==> config.mk <==
export PLATFORM = sky130hd
export DESIGN_NAME = sram_arbiter_2x
export DESIGN_NICKNAME = d
export VERILOG_FILES = /design/src/rtl/sram_arbiter_2x.sv
export SDC_FILE = /design/constraint.sdc
export NUM_CORES = 1
export LEC_CHECK = 0
export BUFFER_PORTS_ARGS = -buffer_cell sky130_fd_sc_hd__buf_2
export CORE_MARGIN = 2
export CORE_UTILIZATION = 25
export DETAILED_ROUTE_END_ITERATION = 6
export PLACE_DENSITY = 0.54
export SYNTH_ARGS = -nofsm -noshare
export SYNTH_HDL_FRONTEND = slang
export SYNTH_SLANG_ARGS = --single-unit
==> constraint.sdc <==
create_clock -name hclk -period 2.9 [get_ports hclk]
set_input_delay 0.58 -clock hclk [delete_from_list [all_inputs] [get_ports hclk]]
set_output_delay 0.58 -clock hclk [all_outputs]
set_load 0.02 [all_outputs]
==> src/rtl/sram_arbiter_2x.sv <==
// Round-robin arbiter that lets two requesters share one single-port SRAM.
// Ownership is granted in bursts of up to MAX_BURST beats. While a requester
// owns the port, its address, write data and write enable are muxed onto the
// SRAM. Read data comes back to the owner with a one-cycle valid flag.
module sram_arbiter_2x #(
    parameter int ADDR_WIDTH = 4,
    parameter int WORD_DEPTH = 16,
    parameter int WORD_WIDTH = 8,
    parameter int MAX_BURST  = 4
) (
    input  logic                  hclk,
    input  logic                  hresetn,
    // requester 0
    input  logic                  req0,
    input  logic                  we0,
    input  logic [ADDR_WIDTH-1:0] addr0,
    input  logic [WORD_WIDTH-1:0] wdata0,
    output logic                  gnt0,
    output logic [WORD_WIDTH-1:0] rdata0,
    output logic                  rvalid0,
    // requester 1
    input  logic                  req1,
    input  logic                  we1,
    input  logic [ADDR_WIDTH-1:0] addr1,
    input  logic [WORD_WIDTH-1:0] wdata1,
    output logic                  gnt1,
    output logic [WORD_WIDTH-1:0] rdata1,
    output logic                  rvalid1,
    // SRAM macro port
    output logic [ADDR_WIDTH-1:0] sram_addr,
    output logic [WORD_WIDTH-1:0] sram_din,
    output logic                  sram_we,
    output logic                  sram_clk,
    input  logic [WORD_WIDTH-1:0] sram_dout
);

    // One extra bit over the index range keeps MAX_BURST=1 at a legal width.
    localparam int CNT_W = $clog2(MAX_BURST) + 1;
    localparam logic [CNT_W-1:0] CNT_LAST = CNT_W'(MAX_BURST - 1);
    localparam logic [CNT_W-1:0] CNT_ONE  = CNT_W'(1);

    generate
        if (WORD_DEPTH != (1 << ADDR_WIDTH) || MAX_BURST < 1) begin : g_bad_param
            $error("sram_arbiter_2x: WORD_DEPTH must be 2**ADDR_WIDTH and MAX_BURST >= 1");
        end
    endgenerate

    typedef enum logic [1:0] {
        IDLE = 2'd0,
        OWN0 = 2'd1,
        OWN1 = 2'd2
    } state_t;

    state_t           state_q, state_d;
    logic             last_q, last_d;     // most recent owner (0 or 1)
    logic [CNT_W-1:0] cnt_q, cnt_d;       // beats granted in the current burst
    logic             burst_last;

    assign sram_clk   = hclk;
    assign burst_last = (cnt_q == CNT_LAST);

    // Both read-data paths see the SRAM output; rvalidN qualifies ownership.
    assign rdata0 = sram_dout;
    assign rdata1 = sram_dout;

    // State register: FSM state, last owner and burst beat counter.
    always_ff @(posedge hclk or negedge hresetn) begin
        if (!hresetn) begin
            state_q <= IDLE;
            last_q  <= 1'b1;
            cnt_q   <= '0;
        end else begin
            state_q <= state_d;
            last_q  <= last_d;
            cnt_q   <= cnt_d;
        end
    end

    // Next-state logic: arbitration from IDLE and end-of-burst hand-over.
    always_comb begin
        state_d = state_q;
        last_d  = last_q;
        cnt_d   = cnt_q;
        case (state_q)
            IDLE: begin
                cnt_d = '0;
                if (req0 && req1) begin
                    state_d = last_q ? OWN0 : OWN1;
                end else if (req0) begin
                    state_d = OWN0;
                end else if (req1) begin
                    state_d = OWN1;
                end
            end
            OWN0: begin
                if (req0 && !burst_last) begin
                    cnt_d = cnt_q + CNT_ONE;
                end else begin
                    // Burst over: hand straight to the other side if it waits.
                    cnt_d = '0;
                    if (req1) begin
                        state_d = OWN1;
                        last_d  = 1'b0;
                    end else if (req0) begin
                        state_d = OWN0;
                    end else begin
                        state_d = IDLE;
                        last_d  = 1'b0;
                    end
                end
            end
            OWN1: begin
                if (req1 && !burst_last) begin
                    cnt_d = cnt_q + CNT_ONE;
                end else begin
                    cnt_d = '0;
                    if (req0) begin
                        state_d = OWN0;
                        last_d  = 1'b1;
                    end else if (req1) begin
                        state_d = OWN1;
                    end else begin
                        state_d = IDLE;
                        last_d  = 1'b1;
                    end
                end
            end
            default: begin
                state_d = IDLE;
                cnt_d   = '0;
            end
        endcase
    end

    // Output logic: grants and the SRAM port mux follow the current owner.
    always_comb begin
        gnt0      = 1'b0;
        gnt1      = 1'b0;
        sram_addr = '0;
        sram_din  = '0;
        sram_we   = 1'b0;
        case (state_q)
            OWN0: begin
                gnt0      = req0;
                sram_addr = addr0;
                sram_din  = wdata0;
                sram_we   = req0 & we0;
            end
            OWN1: begin
                gnt1      = req1;
                sram_addr = addr1;
                sram_din  = wdata1;
                sram_we   = req1 & we1;
            end
            default: begin
                gnt0 = 1'b0;
                gnt1 = 1'b0;
            end
        endcase
    end

    // Read-return flags: a granted read beat yields valid data next cycle.
    always_ff @(posedge hclk or negedge hresetn) begin
        if (!hresetn) begin
            rvalid0 <= 1'b0;
            rvalid1 <= 1'b0;
        end else begin
            rvalid0 <= gnt0 & ~we0;
            rvalid1 <= gnt1 & ~we1;
        end
    end

endmodule
==> results of run 1 <==
-- final cells by class --
class,instances,area [µm²],share of cell area (%)
clock buffer,8,53.8,5.56
sequential,8,201,20.8
inverter,8,30.0,3.10
tap,33,41.3,4.27
multi-input combinational,57,410,42.4
timing repair buffer,46,230,23.8
-- metal layers --
metal | global-route usage (%) | vias to the layer above | wire (µm)
met5 | 0 | - | 0
met4 | 4.13 | 0 | 16
met3 | 4.98 | 2 | 137
met2 | 17.9 | 39 | 978
met1 | 13.2 | 356 | 846
li1 | - | 369 | -
-- metrics by stage --
step           setup WS [ps]  total power, W  hold slack, ps  instance area (µm²)  util [%]
3_5_place_dp             676        0.000801             432                  918      30.6
6_report                 289        0.000943            43.9                  967      32.2
4_1_cts                  261        0.000959            43.4                  967      32.2
5_1_grt                 88.3         0.00102            43.3                  967      32.2
3_3_place_gp             735        0.000785             418                  918      30.6
2_1_floorplan            736        0.000682             284                  782         -
-- power breakdown --
part,switching (W),total [W],internal (W),leakage [nW]
clock network,0.0000744,0.000182,0.000108,0.0327
registers,0.0000235,0.000170,0.000147,0.105
logic,0.000339,0.000590,0.000252,0.398
total,0.000436,0.000943,0.000506,0.536
-- critical path: cells and delay by family (launching register included) --
family                   cells  cell delay, ps
AND/OR/NAND/NOR              2             280
buffers and inverters        3             380
adder cells (fa/ha/maj)      1             490
AO/OA/AOI/OAI                1             110
flip-flops                   1             410
-- cell families after synthesis --
kind of cell             after synthesis
flip-flops                             8
AO/OA/AOI/OAI                         23
buffers and inverters                 28
adder cells (fa/ha/maj)                6
multiplexers                           2
AND/OR/NAND/NOR                       26
-- sequential cells by signal, summed over array words and instances (netlist names) --
signal	cells
state_q	2
rvalid0	1
rvalid1	1
cnt_q	3
last_q	1
-- Yosys cell counts (all sizes together) --
cell type  number
buf            18
a22oi          12
nor2b          12
inv             8
dfrtp           7
nand2           7
ha              6
nor2            5
a21oi           3
a31oi           3
clkbuf          2
mux2            2
a21boi          1
a21o            1
a22o            1
and3            1
dfstp           1
nand2b          1
o311ai          1
o32ai           1
-- worst max-delay path by stage --
stage | from | end | slack (ps) | depth (start not counted)
after floorplan | hclk | sram_clk | 740 | 1
after global placement | hclk | sram_clk | 730 | 1
after detailed placement | state_q[1] | sram_we | 680 | 7
after CTS | state_q[1] | sram_we | 260 | 7
after global routing | state_q[1] | sram_we | 90 | 7
final | state_q[1] | sram_we | 290 | 7
-- cells in the final DEF (no fill, tap or decap) --
cell / synthesis / routed
buf_2: 1 / 47
a22oi_1: 12 / 12
nor2b_1: 12 / 12
inv_1: 8 / 8
dfrtp_1: 7 / 7
nand2_1: 6 / 6
ha_1: 6 / 6
clkbuf_4: 0 / 6
nor2_1: 5 / 5
a31oi_1: 3 / 3
a21oi_1: 2 / 2
mux2_4: 2 / 2
nand2_2: 1 / 1
a21boi_1: 1 / 1
a21oi_2: 1 / 1
and3_1: 1 / 1
o32ai_1: 1 / 1
a21o_2: 1 / 1
a22o_1: 1 / 1
nand2b_1: 1 / 1
o311ai_0: 1 / 1
clkbuf_1: 2 / 1
dfstp_2: 1 / 1
==> metrics, run 1 <==
fin nets=172; Post-CTS Hold Buffers=0; crit path max-delay cell type=ha_1; Tot GR Track Use=11.2%; synth warn=0; max-slew violations=0; post-synthesis compound-gate area fraction=21.8%; core area=3000 µm²; Initial Util=26.0%; Slew @ Worst Pin=542 ps; layout cells sized above 1=46.5%; Cells after Synth=93; largest net degree at the start of global routing=18; HPWL after DPL=1.58 mm; fin crit share=90.0%; die height=59.9 µm; synth top area cells=dfrtp_1 (22%), buf_4 (16%), a22oi_1 (12%); RR Endpoint=state_q[0]; clock transition at the registers of the reported paths=60 ps; Pwr per Cell Area=975 nW/µm²; Final Skew=12.5 ps; DIE WIDTH=59.9 µm; Synth Area in XOR/XNOR=0%; Iter 0 DRT Violations=15; R2R cell count=6; synthesized area per cell=8.41 µm²; Synth-to-Final Area Change=23.7%; initial antenna violation count=0; Worst slew margin=63.9%; vias in the first global route=745; Peak Freq=0.383 GHz; Critical Path End Type=output port; P_leak=0.536 nW; Synth top area share=22.4%; first-pass GRT wire length=3.02 mm; Skew-Pair Late Insertion Delay=370 ps; kind of critical path=flop to output port; # rows=20; Critical Path Source Type=flop; HP Class=primary input to asynchronous set/reset pin; largest family of logic cells by synthesized area=buffers and inverters; Wirelength per Cell=12.4 µm; Synth Register Bits=8; dpl cells=153; Mapped Area=782 µm²; simple logic cell fraction of the synthesized area=17.3%; syn_nets=137; Filler Cell Count=337; TritonCTS clock tree=yes; final hold violation count=0; Final setup viols=0; DRC viols=0; Min Clock Period, post-route=2610 ps; worst flop-to-flop path startpoint=state_q[1]; accumulated negative setup slack=0 ps; outcome=completed; sequential fraction of the synthesis area=25.8%; postcts setup bufs=0; via count=766; Ant. Diodes=0; final wirelength=1.98 mm; Post-Layout Cell Count=160; # Max-Cap Violations=0; I/O Buffers=47; multiplexer area fraction after synthesis=3.84%; # IOs=72; largest vdd supply drop=0.000315 V; die footprint=3590 µm²; arrival time at the worst endpoint=2030 ps; total gr overflow=0; worst path cell trace=inv_1, ha_1, nand2_1, inv_1, nand2_1, a21boi_1, buf_2; Synth cell types=23; ANT nets after route=0; crit-path max FO=15; global placement routability congestion=0.774; R2R Setup Slk=900 ps; area leader, netlist=dfrtp_1; DRT Pass-1 Iters=4; post-CTS resize count=0; worst path required time=2320 ps; post-synthesis adder-cell area fraction=9.60%; RSZ-0062 raised after global routing=false; vias per cell=4.79; slowest stage delay, CP=490 ps
(Power assumes the default switching activity.)
==> run 2: changes to the inputs <==
- ABC_AREA: unset -> 1
- TNS_END_PERCENT: unset -> 20
==> metrics, run 2 <==
outcome=completed; Mapped Area=787 µm²; worst path required time=2320 ps; RSZ-0062 raised after global routing=false; largest vdd supply drop=0.000368 V; Synth Register Bits=8; Tot GR Track Use=11.1%; # Max-Cap Violations=0; multiplexer area fraction after synthesis=0%; syn_nets=162; Slew @ Worst Pin=531 ps; Min Clock Period, post-route=2540 ps; Buf/Inv on CP=3; Initial Util=26.0%; P_leak=0.559 nW; post-synthesis compound-gate area fraction=8.27%; die footprint=3610 µm²; sequential fraction of the synthesis area=25.6%; Iter 0 DRT Violations=11; fin crit share=87.5%; worst path cell trace=inv_1, ha_1, nand2_2, inv_1, nand2_1, a21oi_1, buf_2; design area=983 µm²; post-CTS resize count=0; HPWL after DPL=1.54 mm; simple logic cell fraction of the synthesized area=33.7%; core area=3030 µm²; # IOs=72; Peak Freq=0.394 GHz; Skew-Pair Late Insertion Delay=370 ps; post-synthesis adder-cell area fraction=9.54%; kind of critical path=flop to output port; Ant. Diodes=0; I/O Buffers=47; die height=60.1 µm; largest family of logic cells by synthesized area=simple AND/OR/NAND/NOR gates; number of synthesized flops with an enable pin=0; DRT Pass-1 Iters=4; Worst slew margin=64.6%; HP Class=primary input to asynchronous set/reset pin; Pwr per Cell Area=893 nW/µm²; DRC viols=0; most common cell after layout, fill and taps aside=buf_2; layout cells sized above 1=40.1%; Critical Path Source Type=flop; clock transition at the registers of the reported paths=70 ps; slowest stage delay, CP=480 ps; vias per cell=4.17; via count=817; initial antenna violation count=0; final wirelength=1.93 mm; Post-CTS Hold Buffers=0; synthesized area per cell=6.67 µm²; total gr overflow=0; CP Launch Point=state_q[1]; TritonCTS clock tree=yes; vias in the first global route=744; postcts setup bufs=0; crit path max-delay cell type=ha_1; Cells after Synth=118; ANT nets after route=0; Final setup viols=0; ys async rst share=100%; Critical Path End Type=output port; cell mode on critical path=inv_1; Synth cell types=16; arrival time at the worst endpoint=1960 ps; fin nets=197; most frequent cells in the layout=buf_2 (47), nand2_1 (41), a21oi_1 (13); placed cell areas=935 µm²; crit-path max FO=14; top post-synthesis cells by count=nand2_1 (41), buf_4 (17), a21oi_1 (13); Synth Area in XOR/XNOR=0%; biggest regs=cnt_q x3, state_q x2; DIE WIDTH=60.1 µm; Synth top area share=22.3%; Filler Cell Count=327; Final Skew=10.1 ps; Synth-to-Final Area Change=25.0%; max reg flops=3; max-slew violations=0; count leader, synth=nand2_1; # rows=20; largest net degree at the start of global routing=16; dominant synthesized flop cell=dfrtp_1; accumulated negative setup slack=0 ps; global placement routability congestion=0.712; synth top area cells=dfrtp_1 (22%), nand2_1 (20%), buf_4 (16%); Wirelength per Cell=9.84 µm; Reg with most FFs=cnt_q; area leader, netlist=dfrtp_1; first-pass GRT wire length=2.88 mm; worst flop-to-flop path startpoint=state_q[0]; synth warn=0; Crit path max-delay family=adder cells; final hold violation count=0
-- run 2: cell types whose count changed in the layout (fill, tap and decap cells not counted), moves of 3 or more --
cell	before	now
nand3_1	0	4
nand2_1	6	41
nor2b_1	12	0
a31oi_1	3	0
nor2_1	5	8
a22oi_1	12	0
a21oi_1	2	13
-- run 2: report_power, final --
| part | leakage, nW | switching, W | internal [W] | total [W] |
|---|---|---|---|---|
| sequential | 0.105 | 0.0000182 | 0.000143 | 0.000161 |
| combinational | 0.421 | 0.000362 | 0.000168 | 0.000529 |
| clock | 0.0327 | 0.0000794 | 0.000108 | 0.000188 |
| total | 0.559 | 0.000459 | 0.000419 | 0.000878 |
-- run 2: area by class of cell --
cell class / count / area (µm²) / area share [%]
Multi-Input combinational cell: 80 / 405 / 41.2
Clock buffer: 8 / 53.8 / 5.47
Sequential cell: 8 / 201 / 20.5
Timing Repair Buffer: 46 / 230 / 23.4
Tap cell: 44 / 55.1 / 5.60
Inverter: 10 / 37.5 / 3.82
-- run 2: logic make-up (layout without fill, tap and decap cells) --
kind of cell	after synthesis	in the layout
buffers and inverters	30	64
AO/OA/AOI/OAI	13	13
AND/OR/NAND/NOR	61	61
adder cells (fa/ha/maj)	6	6
flip-flops	8	8
-- run 2: final timing paths --
check / cells past startpoint / slack [ps] / to
worst max-delay path: 7 / 360 / sram_we
worst min-delay path: 1 / 50 / rvalid0
worst max register to register: 9 / 1230 / state_q[1]
worst min register to register: 1 / 430 / cnt_q[0]
max in group asynchronous: 1 / 2600 / last_q
min in group hclk: 2 / 370 / rvalid0
-- run 2: metrics by stage --
| step | instances | hold WS [ps] | setup WS (ps) | total power [W] | utilization [%] |
|---|---|---|---|---|---|
| 2_1_floorplan | 118 | 284 | 736 | 0.000623 | - |
| 3_3_place_gp | 189 | 420 | 735 | 0.000714 | 30.9 |
| 3_5_place_dp | 189 | 428 | 735 | 0.000733 | 30.9 |
| 4_1_cts | 196 | 43.1 | 337 | 0.000897 | 32.5 |
| 5_1_grt | 196 | 47.0 | 190 | 0.000960 | 32.5 |
| 6_report | 196 | 45.0 | 363 | 0.000878 | 32.5 |
-- run 2: routing by layer --
metal  part of all wire [%]  wire [µm]  vias up  global-route usage [%]
li1                       -          -      419                       -
met5                      0          0        -                       0
met1                     36        695      343                    9.54
met3                     11        219        8                    4.55
met4                    1.9         37        0                    6.03
met2                     51        975       47                    21.3
